$ cat config.mk
export PLATFORM = sky130hd
export DESIGN_NAME = fp_to_int
export DESIGN_NICKNAME = d
export VERILOG_FILES = /design/src/rtl/fp_to_int.sv
export SDC_FILE = /design/constraint.sdc
export NUM_CORES = 1
export LEC_CHECK = 0
export ABC_AREA = 1
export ABC_CLOCK_PERIOD_IN_PS = 5900
export CAP_MARGIN = 10
export CORE_ASPECT_RATIO = 0.6
export CORE_UTILIZATION = 64
export DETAILED_ROUTE_END_ITERATION = 8
export PLACE_DENSITY = 0.94
export RECOVER_POWER = 50
export SKIP_LAST_GASP = 1
export SYNTH_ARGS = -nofsm -noshare
export SYNTH_HDL_FRONTEND = slang
export SYNTH_SLANG_ARGS = --single-unit
$ cat constraint.sdc
create_clock -name clk -period 5.9 [get_ports clk]
set_clock_uncertainty 0.2 [all_clocks]
set_input_delay 0.885 -clock clk [delete_from_list [all_inputs] [get_ports clk]]
set_output_delay 0.885 -clock clk [all_outputs]
set_load 0.1 [all_outputs]
$ cat src/rtl/fp_to_int.sv
// Three-stage FP32 -> signed INT32 converter (vfcvt.x.f) with RNE/RTZ rounding,
// saturation and invalid/inexact flags; the whole pipeline freezes on output backpressure.
module fp_to_int #(
    parameter int unsigned TAG_W = 5
) (
    input  logic             clk,
    input  logic             reset,
    input  logic             in_valid,
    output logic             in_ready,
    input  logic [31:0]      in_data,
    input  logic             in_rm,
    input  logic [TAG_W-1:0] in_tag,
    output logic             out_valid,
    input  logic             out_ready,
    output logic [31:0]      out_data,
    output logic             out_nv,
    output logic             out_nx,
    output logic [TAG_W-1:0] out_tag
);

    logic stall;
    assign stall    = out_valid & ~out_ready;
    assign in_ready = ~stall;

    // ---------------- S1: unpack / classify ----------------
    logic [7:0]        in_exp;
    logic [22:0]       in_frac;
    assign in_exp  = in_data[30:23];
    assign in_frac = in_data[22:0];

    logic              s1_valid;
    logic              s1_sign;
    logic              s1_zero;
    logic              s1_special;
    logic              s1_frac_nz;
    logic [23:0]       s1_mant;
    logic signed [9:0] s1_e;
    logic              s1_rm;
    logic [TAG_W-1:0]  s1_tag;

    // ---------------- S2: align ----------------
    logic [2:0]  sh_l;
    logic [4:0]  sh_r;
    logic [55:0] wide;
    logic [31:0] a_mag;
    logic        a_g;
    logic        a_s;
    logic        a_ovf;

    assign sh_l = s1_e[2:0] + 3'd1;   // (e - 23) mod 8
    assign sh_r = 5'd23 - s1_e[4:0];
    assign wide = {8'b0, s1_mant, 24'b0} >> sh_r;

    always_comb begin
        a_mag = '0;
        a_g   = 1'b0;
        a_s   = 1'b0;
        a_ovf = 1'b0;
        if (s1_e >= 10'sd31) begin
            // -2^31 exactly is the one representable value with e == 31
            if (s1_e == 10'sd31 && s1_sign && !s1_frac_nz)
                a_mag = 32'h8000_0000;
            else
                a_ovf = 1'b1;
        end else if (s1_e >= 10'sd23) begin
            a_mag = {8'b0, s1_mant} << sh_l;
        end else if (s1_e >= 10'sd0) begin
            a_mag = wide[55:24];
            a_g   = wide[23];
            a_s   = |wide[22:0];
        end else if (s1_e == -10'sd1) begin
            a_g = 1'b1;
            a_s = s1_frac_nz;
        end else begin
            a_s = 1'b1;
        end
    end

    logic              s2_valid;
    logic              s2_sign;
    logic              s2_zero;
    logic              s2_special;
    logic              s2_frac_nz;
    logic [31:0]       s2_mag;
    logic              s2_g;
    logic              s2_s;
    logic              s2_ovf;
    logic              s2_rm;
    logic [TAG_W-1:0]  s2_tag;

    // ---------------- S3: round / negate / saturate ----------------
    logic        inc;
    logic [32:0] rounded;
    logic        too_big;
    logic [31:0] sat_val;
    logic [31:0] r_data;
    logic        r_nv;
    logic        r_nx;

    assign inc     = ~s2_rm & s2_g & (s2_s | s2_mag[0]);
    assign rounded = {1'b0, s2_mag} + {32'b0, inc};
    assign too_big = s2_ovf | (s2_sign ? (rounded > 33'h0_8000_0000)
                                       : (rounded >= 33'h0_8000_0000));
    assign sat_val = s2_sign ? 32'h8000_0000 : 32'h7FFF_FFFF;

    always_comb begin
        r_data = s2_sign ? (~rounded[31:0] + 32'd1) : rounded[31:0];
        r_nv   = 1'b0;
        r_nx   = s2_g | s2_s;
        if (s2_special) begin
            r_data = s2_frac_nz ? 32'h7FFF_FFFF : sat_val;
            r_nv   = 1'b1;
            r_nx   = 1'b0;
        end else if (s2_zero) begin
            r_data = '0;
            r_nx   = s2_frac_nz;
        end else if (too_big) begin
            r_data = sat_val;
            r_nv   = 1'b1;
            r_nx   = 1'b0;
        end
    end

    // ---------------- pipeline registers ----------------
    always_ff @(posedge clk) begin
        if (reset) begin
            s1_valid   <= 1'b0;
            s1_sign    <= 1'b0;
            s1_zero    <= 1'b0;
            s1_special <= 1'b0;
            s1_frac_nz <= 1'b0;
            s1_mant    <= '0;
            s1_e       <= '0;
            s1_rm      <= 1'b0;
            s1_tag     <= '0;
            s2_valid   <= 1'b0;
            s2_sign    <= 1'b0;
            s2_zero    <= 1'b0;
            s2_special <= 1'b0;
            s2_frac_nz <= 1'b0;
            s2_mag     <= '0;
            s2_g       <= 1'b0;
            s2_s       <= 1'b0;
            s2_ovf     <= 1'b0;
            s2_rm      <= 1'b0;
            s2_tag     <= '0;
            out_valid  <= 1'b0;
            out_data   <= '0;
            out_nv     <= 1'b0;
            out_nx     <= 1'b0;
            out_tag    <= '0;
        end else if (!stall) begin
            s1_valid   <= in_valid;
            s1_sign    <= in_data[31];
            s1_zero    <= (in_exp == 8'h00);
            s1_special <= (in_exp == 8'hFF);
            s1_frac_nz <= |in_frac;
            s1_mant    <= {1'b1, in_frac};
            s1_e       <= $signed({2'b00, in_exp}) - 10'sd127;
            s1_rm      <= in_rm;
            s1_tag     <= in_tag;

            s2_valid   <= s1_valid;
            s2_sign    <= s1_sign;
            s2_zero    <= s1_zero;
            s2_special <= s1_special;
            s2_frac_nz <= s1_frac_nz;
            s2_mag     <= a_mag;
            s2_g       <= a_g;
            s2_s       <= a_s;
            s2_ovf     <= a_ovf;
            s2_rm      <= s1_rm;
            s2_tag     <= s1_tag;

            out_valid  <= s2_valid;
            out_data   <= r_data;
            out_nv     <= r_nv;
            out_nx     <= r_nx;
            out_tag    <= s2_tag;
        end
    end

endmodule

After elaboration in Yosys (flattened, before gate mapping) --
Cells that the tools add are included.
Word-level totals: input port bits 42, logic and storage cells 83, flip-flop bits (word level) 131, output and inout port bits 41
Operators by class: reduce and logical (&&, ||, !) cells 6, add/sub/neg operators 5, $lt $le $gt $ge 5, mux-type cells 27, equal/unequal tests 3, bitwise gates (word level) 10, shift-type cells 2
Operators by type and width (number):
- two-way mux 32 bit | 10
- right shift 48 x 5 -> 56 bit | 1
- OR reduction 23 bit | 2
- adder 32 x 1 -> 33 bit | 1
- greater-or-equal comparator 33 x 32 -> 1 bit, second input constant | 1
- > comparator 33 x 32 -> 1 bit, second input constant | 1
- adder 32 x 1 -> 32 bit, second input constant | 1
- NOT 32 bit | 1
- << shifter 24 x 3 -> 32 bit | 1
- greater-or-equal comparator 10 x 6 -> 1 bit, second input constant | 2
- two-way mux 1 bit | 17
- == test 10 x 1 -> 1 bit, second input constant | 1
- == test 10 x 6 -> 1 bit, second input constant | 1
- greater-or-equal comparator 10 x 1 -> 1 bit, second input constant | 1
- subtractor 8 x 7 -> 9 bit, second input constant | 1
- == test 8 bit, second input constant | 1
- logical NOT 8 bit | 1
- subtractor 5 bit, first input constant | 1
- adder 3 x 1 -> 3 bit, second input constant | 1
- bitwise AND 1 bit | 3
- NOT 1 bit | 3
- OR 1 bit | 3
- logical AND 1 bit | 2
- logical NOT 1 bit | 1

Longest topological paths before layout --
depth after elaboration 10, depth in mapped cells 24, mapped depth without buffers 24

Worst setup path before layout --
OpenSTA, ideal clock, no wires.
kind input port to output port, from input out_ready, to output in_ready, stages on the path 4, arrival 2.327 ns, path buffers 2, setup slack 2.488 ns, cells stage by stage nor2_1 -> inv_1 -> clkbuf_1 -> buf_1
On the way: word-level cells in the longest chain between the ends 3
Ends and longest elaborated chain:
- start: declaration | RTL line 14 | input logic out_ready,
- NOT 1 bit | RTL line 22 | assign stall = out_valid & ~out_ready;
- bitwise AND 1 bit | RTL line 22
- NOT 1 bit | RTL line 23 | assign in_ready = ~stall;
- end: declaration | RTL line 9 | output logic in_ready,
Every way passes these cells.

==> flow_metrics.env <==
export IMPL_critPathKind="primary input to flop"
export IMPL_placement_io_buffers=82
export IMPL_ys_flop_type="dfxtp_1"
export IMPL_slowest_stage="clkbuf_1"
export IMPL_row_count=33
export IMPL_powerDensity_nw_per_um2=294
export IMPL_fin_ws_ns=1.14
export IMPL_vdd_ir_drop_max_uv=200
export IMPL_dp_cells=1712
export IMPL_stdcell_area_sq_um=10600
export IMPL_min_period_ns=4.76
export IMPL_synth_area_leader_cell="dfxtp_1"
export IMPL_cp_slowest_stage_delay_ns=2.07
export IMPL_die_w_microns=157
export IMPL_slew_headroom=-0.922
export IMPL_clk_path_buf_depth=2
export IMPL_coreArea_sq_um=13900
export IMPL_cp_top_family="buffers and inverters"
export IMPL_grt_max_degree=120
export IMPL_cts_htree_levels=4
export IMPL_violations="capacitance limit, slew limit"
export IMPL_setup_tns_ns=0
export IMPL_setup_viol_count_final=0
export IMPL_overflow=0
export IMPL_final_cell_mix="411 x nand2_1, 204 x nor2_1, 192 x o21ai_0, 130 x dfxtp_1, 110 x inv_1"
export IMPL_fin_crit_sh=0.807
export IMPL_rr_worst_depth=8
export IMPL_ys_types=53
export IMPL_ant_nets=0
export IMPL_hold_depth=2
export IMPL_hold_viol=0
export IMPL_grt_pass1_vias=9226
export IMPL_cp_end_kind="flop"
export IMPL_ios=83
export IMPL_cellLeakagePower_nw=4.63
export IMPL_comb_power_share=0.338
export IMPL_maxCapViolCount=2
export IMPL_intPower_mw=1.81
export IMPL_path_clk_slew_ns=0.06
export IMPL_r2r_end="s2_mag[19]"
export IMPL_swShare=0.419
export IMPL_vias=10600
export IMPL_place_area_sq_um=10000
export IMPL_yosysSeqAreaShare=0.281
export IMPL_holdPathEnd="out_data[31]"
export IMPL_cts_tree="done"
export IMPL_dpl_worst_slack_ns=1.80
export IMPL_critPathBufInv=4
export IMPL_grt_first_pass_wirelength_mm=47.5
export IMPL_ys_ff_latch=130
export IMPL_synth_area_per_cell_sq_um=6.12
export IMPL_p_sw_mw=1.31
export IMPL_syn2layout_area_growth_pct=14.5
export IMPL_die_h_microns=95.1
export IMPL_syn_nets=1560
export IMPL_cts_root_buf="clkbuf_16"
export IMPL_antennaDiodeCount=0
export IMPL_seqPwrFrac=0.323
export IMPL_synth_enable_flop_cells=0
export IMPL_min_path_type="flop to flop"
export IMPL_path_cells="clkdlybuf4s50_1 > buf_4 > inv_2 > clkbuf_1 > o21ai_0 > a21oi_1"
export IMPL_rsz0062_at_grt="false"
export IMPL_r2r_slack_ns=1.86
export IMPL_cts_made_buffers=17
export IMPL_cts_resized_gates=0
export IMPL_final_nets=1588
export IMPL_reg2reg_from="s1_e[1]"
export IMPL_p_clk_frac=0.339
export IMPL_via_per_inst=6.08
export IMPL_postCtsHoldBufs=0
export IMPL_routabilityCongestion=1.04
export IMPL_worst_slew_pin_slew_ns=2.88
export IMPL_grt_antenna_before_repair=0
export IMPL_drtIter0Drc=1611
export IMPL_fp_dieArea_sq_um=14900
export IMPL_drt_total_wl_mm=29.6
export IMPL_wl_per_cell_microns=16.9
export IMPL_post_route_drc_count=0
export IMPL_status="complete, but fails checks"
export IMPL_drive_gt1_frac=0.0818
export IMPL_first_pass_iters=6
export IMPL_cts_setup_buffers=0
export IMPL_dp_hpwl_mm=21.3
export IMPL_grt_use_total=0.407
export IMPL_clk_latency_ns=0.43
export IMPL_max_freq_mhz=210
export IMPL_ys_warn_count=0
export IMPL_startpoint_type="primary input"
export IMPL_hp_start="out_data[31]"
export IMPL_async_reset_ff_frac=0
export IMPL_syn_inst=1511
export IMPL_final_common_cell="nand2_1"
export IMPL_syn_area_sq_um=9250
export IMPL_cp_max_fo=81
export IMPL_stdcell_count=1744
export IMPL_yosys_top_cells_area="dfxtp_1 28%, nand2_1 17%, o21ai_0 10%"
export IMPL_maxSlewViolCount=202
export IMPL_yosysTopAreaCellShare=0.281
export IMPL_start_util=0.667
export IMPL_worst_ep_arrival_time_ns=4.86
export IMPL_crit_required_ns=6.00
export IMPL_clock_sinks=130
-- cell usage after synthesis, types with 16 or more instances --
cell type  instances
o211ai_1          16
nand3_1           50
o21ai_2           23
nor3_1            19
inv_1            112
o21ai_0          192
dfxtp_1          130
nand2_1          411
clkbuf_1          57
a21oi_2           20
a21oi_1           93
nor2_1           204
-- layout make-up --
class | count | area [sq um]
Multi-Input combinational cell | 1177 | 5830
Fill cell | 1064 | 3280
Sequential cell | 130 | 2600
Timing Repair Buffer | 92 | 890
Inverter | 121 | 454
Clock buffer | 18 | 439
Tap cell | 192 | 240
Clock inverter | 14 | 135
-- power groups by stage --
stage / registers (mW) / clock network, mW / logic (mW)
after CTS: 1.00 / 1.05 / 1.03
after detailed placement: 1.02 / 0 / 1.02
after floorplan: 1.24 / 0 / 0.549
final: 1.01 / 1.06 / 1.05
after global routing: 1.01 / 1.09 / 1.13
after global placement: 1.02 / 0 / 1.01
-- worst min-delay path, cell delays in order (launching register included) --
cell	delay (ns)
dfxtp_1	0.31
nand2_1	0.06
a21oi_1	0.06
-- flip-flops by register name, indices dropped and copies added, names as in the netlist, 5 cells and up --
name,flops
out_data,32
out_tag,5
s1_e,9
s1_mant,24
s1_tag,5
s2_mag,32
s2_tag,5
-- metrics by stage --
step / util / total power, mW / hold slack (ns)
2_1_floorplan: - / 1.79 / 0.241
3_3_place_gp: 0.723 / 2.03 / 0.252
3_5_place_dp: 0.723 / 2.04 / 0.264
4_1_cts: 0.764 / 3.08 / 0.280
5_1_grt: 0.763 / 3.24 / 0.293
6_report: 0.763 / 3.12 / 0.273
-- routing by layer --
layer | track usage | vias up | part of all wire
met3 | 0.115 | 57 | 0.13
met5 | 0 | - | 0
met2 | 0.571 | 677 | 0.39
met4 | 0.0914 | 0 | 0.015
li1 | - | 5056 | -
met1 | 0.604 | 4816 | 0.46
-- kinds of logic after synthesis --
| group | Yosys count | share of synthesized area |
|---|---|---|
| xor gates and xnor gates | 15 | 0.0142 |
| and+or+nand+nor | 752 | 0.344 |
| buffers and inverters | 204 | 0.0894 |
| adders and majority gates | 7 | 0.00947 |
| muxes | 15 | 0.0162 |
| AOI/OAI and AO/OA | 388 | 0.245 |
| DFF | 130 | 0.281 |
-- worst max path at each step --
stage          startpoint            to  slack (ns)  depth (start not counted)
5_1_grt             reset       s1_e[1]        0.81                          6
2_1_floorplan   out_ready      in_ready        2.49                          4
6_report            reset   s1_mant[21]        1.14                          6
3_3_place_gp    out_ready    s2_mag[18]        1.91                         12
4_1_cts              s2_g  out_data[12]        2.01                         18
3_5_place_dp    out_ready    s2_mag[18]        1.80                         12
No activity file was read; power rests on OpenSTA's default activity.
